<file path="src/rtl/mult_result_accumulator_if.sv">
`default_nettype none
// ============================================================================
// Module   : mult_result_accumulator_if
// Purpose  : Product input / window-total output bundle of the accumulator.
// Revision : 1.0 - initial release
// ============================================================================
interface mult_result_accumulator_if #(
    parameter int PROD_W = 18,
    parameter int ACC_W  = 32,
    parameter int CNT_W  = 5
);
    logic              clear;
    logic              prod_valid;
    logic [PROD_W-1:0] prod_data;
    logic              sum_valid;
    logic              sum_ready;
    logic [ACC_W-1:0]  sum_data;
    logic              sum_sat;
    logic              overrun;
    logic [CNT_W-1:0]  window_cnt;

    // Master is the multiplier/consumer side, slave is the accumulator.
    modport master (
        output clear, prod_valid, prod_data, sum_ready,
        input  sum_valid, sum_data, sum_sat, overrun, window_cnt
    );

    modport slave (
        input  clear, prod_valid, prod_data, sum_ready,
        output sum_valid, sum_data, sum_sat, overrun, window_cnt
    );
endinterface
`default_nettype wire

</file>
<file path="src/rtl/mult_result_accumulator.sv">
`default_nettype none
// ============================================================================
// Module   : mult_result_accumulator
// Purpose  : Sums COUNT consecutive products into a saturating window total
//            and presents it on a single-entry valid/ready output register.
// Revision : 1.0 - initial release
// ============================================================================
module mult_result_accumulator #(
    parameter int PROD_W = 18,
    parameter int ACC_W  = 32,
    parameter int COUNT  = 16
) (
    input  wire logic                  clk,
    input  wire logic                  rst_n,
    mult_result_accumulator_if.slave   bus
);
    localparam int              CNT_W     = $clog2(COUNT + 1);
    localparam logic [ACC_W-1:0] C_ACC_MAX = '1;

    logic [ACC_W-1:0] r_acc;
    logic [CNT_W-1:0] r_cnt;
    logic             r_win_sat;
    logic             r_sum_valid;
    logic [ACC_W-1:0] r_sum_data;
    logic             r_sum_sat;
    logic             r_overrun;

    logic [ACC_W:0]   w_sum_wide;
    logic             w_carry;
    logic [ACC_W-1:0] w_next;
    logic             w_next_sat;
    logic             w_last;
    logic             w_accept;
    logic             w_slot_free;

    // One extra bit catches the carry that triggers saturation.
    assign w_sum_wide  = {1'b0, r_acc} + {{(ACC_W + 1 - PROD_W){1'b0}}, bus.prod_data};
    assign w_carry     = w_sum_wide[ACC_W];
    assign w_next      = w_carry ? C_ACC_MAX : w_sum_wide[ACC_W-1:0];
    assign w_next_sat  = r_win_sat | w_carry;

    assign w_accept    = r_sum_valid & bus.sum_ready;
    assign w_slot_free = ~r_sum_valid | bus.sum_ready;

    generate
        if (COUNT == 1) begin : g_single
            assign w_last = 1'b1;
        end else begin : g_multi
            localparam logic [CNT_W-1:0] C_LAST = CNT_W'(COUNT - 1);
            assign w_last = (r_cnt == C_LAST);
        end
    endgenerate

    always_ff @(posedge clk or negedge rst_n) begin
        if (!rst_n) begin
            r_acc       <= '0;
            r_cnt       <= '0;
            r_win_sat   <= 1'b0;
            r_sum_valid <= 1'b0;
            r_sum_data  <= '0;
            r_sum_sat   <= 1'b0;
            r_overrun   <= 1'b0;
        end else if (bus.clear) begin
            r_acc       <= '0;
            r_cnt       <= '0;
            r_win_sat   <= 1'b0;
            r_sum_valid <= 1'b0;
            r_sum_sat   <= 1'b0;
            r_overrun   <= 1'b0;
        end else begin
            if (w_accept) begin
                r_sum_valid <= 1'b0;
            end
            if (bus.prod_valid) begin
                if (w_last) begin
                    r_acc     <= '0;
                    r_cnt     <= '0;
                    r_win_sat <= 1'b0;
                    // A load on the accept edge overrides the clear above: no bubble.
                    if (w_slot_free) begin
                        r_sum_data  <= w_next;
                        r_sum_sat   <= w_next_sat;
                        r_sum_valid <= 1'b1;
                    end else begin
                        r_overrun   <= 1'b1;
                    end
                end else begin
                    r_acc     <= w_next;
                    r_cnt     <= r_cnt + CNT_W'(1);
                    r_win_sat <= w_next_sat;
                end
            end
        end
    end

    assign bus.sum_valid  = r_sum_valid;
    assign bus.sum_data   = r_sum_data;
    assign bus.sum_sat    = r_sum_sat;
    assign bus.overrun    = r_overrun;
    assign bus.window_cnt = r_cnt;
endmodule
`default_nettype wire
</file>
<file path="src/flat_wrapper.sv">
// flat-port wrapper written by rule: the top's interface ports become plain ports
module mult_result_accumulator_flat 
#(
    parameter int PROD_W = 18,
    parameter int ACC_W  = 32,
    parameter int COUNT  = 16
)
  (clk, rst_n, bus_clear, bus_prod_valid, bus_prod_data, bus_sum_ready, bus_sum_valid, bus_sum_data, bus_sum_sat, bus_overrun, bus_window_cnt);
  mult_result_accumulator_if #(.PROD_W(PROD_W), .ACC_W(ACC_W)) bus_i ();
  input  wire logic clk;
  input  wire logic rst_n;
  input wire logic [$bits(bus_i.clear)-1:0] bus_clear;
  input wire logic [$bits(bus_i.prod_valid)-1:0] bus_prod_valid;
  input wire logic [$bits(bus_i.prod_data)-1:0] bus_prod_data;
  input wire logic [$bits(bus_i.sum_ready)-1:0] bus_sum_ready;
  output wire logic [$bits(bus_i.sum_valid)-1:0] bus_sum_valid;
  output wire logic [$bits(bus_i.sum_data)-1:0] bus_sum_data;
  output wire logic [$bits(bus_i.sum_sat)-1:0] bus_sum_sat;
  output wire logic [$bits(bus_i.overrun)-1:0] bus_overrun;
  output wire logic [$bits(bus_i.window_cnt)-1:0] bus_window_cnt;
  assign bus_i.clear = bus_clear;
  assign bus_i.prod_valid = bus_prod_valid;
  assign bus_i.prod_data = bus_prod_data;
  assign bus_i.sum_ready = bus_sum_ready;
  assign bus_sum_valid = bus_i.sum_valid;
  assign bus_sum_data = bus_i.sum_data;
  assign bus_sum_sat = bus_i.sum_sat;
  assign bus_overrun = bus_i.overrun;
  assign bus_window_cnt = bus_i.window_cnt;
  mult_result_accumulator #(.PROD_W(PROD_W), .ACC_W(ACC_W), .COUNT(COUNT)) u_core (.clk(clk), .rst_n(rst_n), .bus(bus_i));
endmodule
</file>
<file path="config.mk">
export PLATFORM = sky130hd
export DESIGN_NAME = mult_result_accumulator_flat
export DESIGN_NICKNAME = d
export VERILOG_FILES = /design/src/rtl/mult_result_accumulator_if.sv /design/src/rtl/mult_result_accumulator.sv /design/src/flat_wrapper.sv
export SDC_FILE = /design/constraint.sdc
export NUM_CORES = 1
export LEC_CHECK = 0
export CORE_MARGIN = 2
export CORE_UTILIZATION = 40
export DETAILED_ROUTE_END_ITERATION = 8
export SYNTH_ARGS = -nofsm -noshare
export SYNTH_HDL_FRONTEND = slang
export SYNTH_SLANG_ARGS = --single-unit
</file>
<file path="constraint.sdc">
create_clock -name clk -period 2.55 [get_ports clk]
set_input_delay 0.51 -clock clk [delete_from_list [all_inputs] [get_ports clk]]
set_output_delay 0.51 -clock clk [all_outputs]
set_load 0.01 [all_outputs]
</file>
==> results.toml <==
[placement]
hpwl_mm = 8.45
port_buffers = 62
gp_congestion = 0.937
placedCellCount = 723

[routing]
wl_per_cell_um = 16.0
dr_total_vias = 4052
ant_nets = 0
first_pass_iters = 5
drtIter0Drc = 202
vias_per_cell = 5.41
finalWirelength_mm = 12.0
drc_errors = 0

[die]
rows = 38
core_mm2 = 0.0107
die_w_um = 108
die-area_mm2 = 0.0117
die_h_um = 108
num_io_pins = 63
start_util_pct = 40.6

[synth]
synth_edf_count = 0
synth_cell_type_count = 59
synth_top_area_cell = "dfrtp_1"
ys_seq_elements = 73
netlist_top_cells_area = "dfrtp_1 (42%), ha_1 (5.5%), a21oi_1 (5.0%)"
synth_top_area_share_pct = 42.1
netlist_area_mm2 = 0.00434
syn_area_per_cell_um2 = 9.15
syn_inst = 474
synth_warnings = 0
synth_seq_area_share_pct = 42.1
async_flop_share_pct = 100
ys.flop_type = "dfrtp_1"
synth_fp_nets = 517

[clocking]
cts_root_buffer = "clkbuf_8"
clock_sinks = 73
cts_tree = "built"
clk_pin_slew_worst_paths_ps = 80
cts_max_level = 3
clk_latency_ps = 350
cts_buffer_depth = 2
cts_hold_buf = 0
cts_buffers = 9

[layout]
layout-drive-gt1-share_pct = 25.0
synthToLayoutAreaGrowth_pct = 44.6
fill_cells = 959
fin_nets = 648
n_antenna_cell = 0
seq_area_mm2 = 0.00183
multi_input_area_mm2 = 0.00272
layout.cells.non_filler = 749

[critical_path]
max_stage_delay_ps = 400
cp_common_cell = "buf_4"
crit_type = "in2reg"
crit_path_max_fanout = 3
required_ps = 2790
end_kind = "register"
cp.buffers_inverters = 3
cp_slowest_cell = "fa_2"
critical-path-top-delay-family = "compound AO/OA/AOI/OAI gates"
rrSetupSlack_ps = -20
arrival_ps = 2810
cp-start-kind = "input pin"
crit_chain = "dlygate4sd2_1 > buf_4 > fa_2 > a211oi_2 > o211ai_1 > buf_4 > a22o_1 > or3_1 > a21oi_2 > o21ai_1"

[timing]
layout_setup_ws_ps = -22.3
tns_ps = -39.4
worstMarginPinSlew_ps = 487
post-route-period-util_pct = 101
relSlewSlack_pct = 67.5
hold_viol = 0
min_period_ps = 2570
final-max-slew-violation-count = 0
fin_skew_ps = 7.59
rsz0062_at_grt = "true"
fmaxAchievable_ghz = 0.389
setup_viol = 2

[global_route]
grt_start_max_net_pins = 40
track_usage_pct = 21.1
gr-total-overflow = 0
antenna_found_initial = 0
grt_pass1_wl_mm = 19.3
grt_pass1_vias = 3816

[run_status]
status = "finished, violations left"
violations = "setup timing"

[power]
powerDensity_mw_per_mm2 = 516
intPower_uw = 2230
power_frac_comb_pct = 32.8
clkPwrFrac_pct = 28.5
ir_drop_mv = 0.245
switching_share_pct = 31.1
leakagePower_uw = 0.00274
p_total_uw = 3240
p_sw_uw = 1010
seqPwrFrac_pct = 38.7

[flow_run]
cap_violations = 0

[min_path]
holdCritPathClass = "in2async"
registers in the layout, summed over array words and instances, names as in the netlist:
register / flops
u_core.r_acc: 32
u_core.bus.overrun: 1
u_core.bus.sum_valid: 1
u_core.r_win_sat: 1
u_core.bus.sum_sat: 1
u_core.bus.window_cnt: 5
u_core.bus.sum_data: 32
path summary, 6_finish.rpt:
kind | startpoint | endpoint | depth (start not counted)
hold reg to reg | u_core.r_acc[11]$_DFFE_PN0P_ | u_core.r_acc[11]$_DFFE_PN0P_ | 2
setup / recovery | bus_prod_data[1] | u_core.r_acc[14]$_DFFE_PN0P_ | 10
setup reg to reg | u_core.r_acc[0]$_DFFE_PN0P_ | u_core.r_acc[14]$_DFFE_PN0P_ | 9
hold / removal | rst_n | u_core.bus.sum_data[9]$_DFFE_PN0P_ | 1
max in group asynchronous | rst_n | u_core.bus.sum_data[29]$_DFFE_PN0P_ | 2
min in group clk | u_core.r_acc[11]$_DFFE_PN0P_ | u_core.r_acc[11]$_DFFE_PN0P_ | 2
through the flow:
stage          worst slack, ps  utilization, %  hold slack (ps)  cell area, µm²
2_1_floorplan            -41.8               -              214            4370
3_3_place_gp              -572            52.9              470            5660
3_5_place_dp              -654            52.9              480            5660
4_1_cts                   3.77            56.1              111            6000
5_1_grt                   -109            58.7              137            6270
6_report                 -22.3            58.7              112            6270
routing by layer:
| layer | vias up | part of all wire, % | GRT usage [%] |
|---|---|---|---|
| met5 | - | 0 | 0 |
| met4 | 0 | 0.88 | 6.14 |
| met3 | 7 | 4.5 | 3.62 |
| met2 | 95 | 46 | 31.6 |
| met1 | 1960 | 49 | 31.3 |
| li1 | 1990 | - | - |
cell families (layout without fill, tap and decap cells):
group	count (synthesis)	count (layout)	share of synthesized area, %
and+or+nand+nor	156	156	17.4
AOI/OAI and AO/OA	156	156	24.1
DFF	73	73	42.1
buffers and inverters	35	170	3.37
muxes	5	5	1.21
adders and majority gates	20	20	5.94
xor gates and xnor gates	29	29	5.85
cells in the mapped netlist (all sizes together), types with 2 or more instances:
master	n
dfrtp	73
nor2	57
a21oi	43
nand2	43
o21ai	35
xnor2	24
ha	19
clkbuf	14
nand4	13
inv	12
a211oi	11
nand3	10
a31oi	9
buf	9
o22a	9
a21o	8
and2	8
o211ai	7
a22o	6
a21boi	5
xor2	5
and3	4
nand3b	4
o2bb2ai	4
or3	4
a22oi	3
a2bb2oi	3
and4	3
mux2i	3
o22ai	3
and3b	2
mux2	2
nor3	2
o41ai	2
final cells by class:
class	count	area share, %
clock buffers	12	2.47
clock inverters	3	0.638
inverters	12	0.718
multi-input cells	366	43.4
flip-flops and latches	73	29.1
well taps	140	2.79
repair buffers	143	20.9
power by group through the flow:
stage          sequential (µW)  combinational [µW]  clock (µW)
5_1_grt                   1260                1160        1010
2_1_floorplan             1250                 506           0
6_report                  1250                1060         921
4_1_cts                   1250                 961         943
3_3_place_gp              1260                 886           0
3_5_place_dp              1260                 894           0
worst reg2reg max path, stage by stage, from the launching register on:
cell	delay, ps
dfrtp_1	420
ha_4	180
fa_2	350
a211oi_2	250
o211ai_1	190
buf_4	190
a22o_1	240
or3_1	330
a21oi_2	210
o21ai_1	90
placed cells by master, fill, tap and decap left out, types with 9 or more instances in the layout:
master,netlist,layout
nand4_1,12,12
ha_4,0,15
xnor2_1,24,23
inv_1,12,12
dfrtp_1,73,73
o21ai_0,26,15
a31oi_1,9,9
nand3_1,10,9
nor2_1,57,54
a21oi_1,43,38
clkbuf_8,0,11
buf_4,0,74
nand2_1,42,41
o22a_1,9,9
o21ai_1,8,15
clkdlybuf4s50_1,0,48
repair_timing:
action | in CTS | in global routing
endpoints found under the setup margin | 65 | 57
setup buffers | 5 | 6
resized for setup | 22 | 49
pin swaps | 16 | 19
hold endpoints to repair | 0 | 0
No activity file was read; power rests on OpenSTA's default activity.
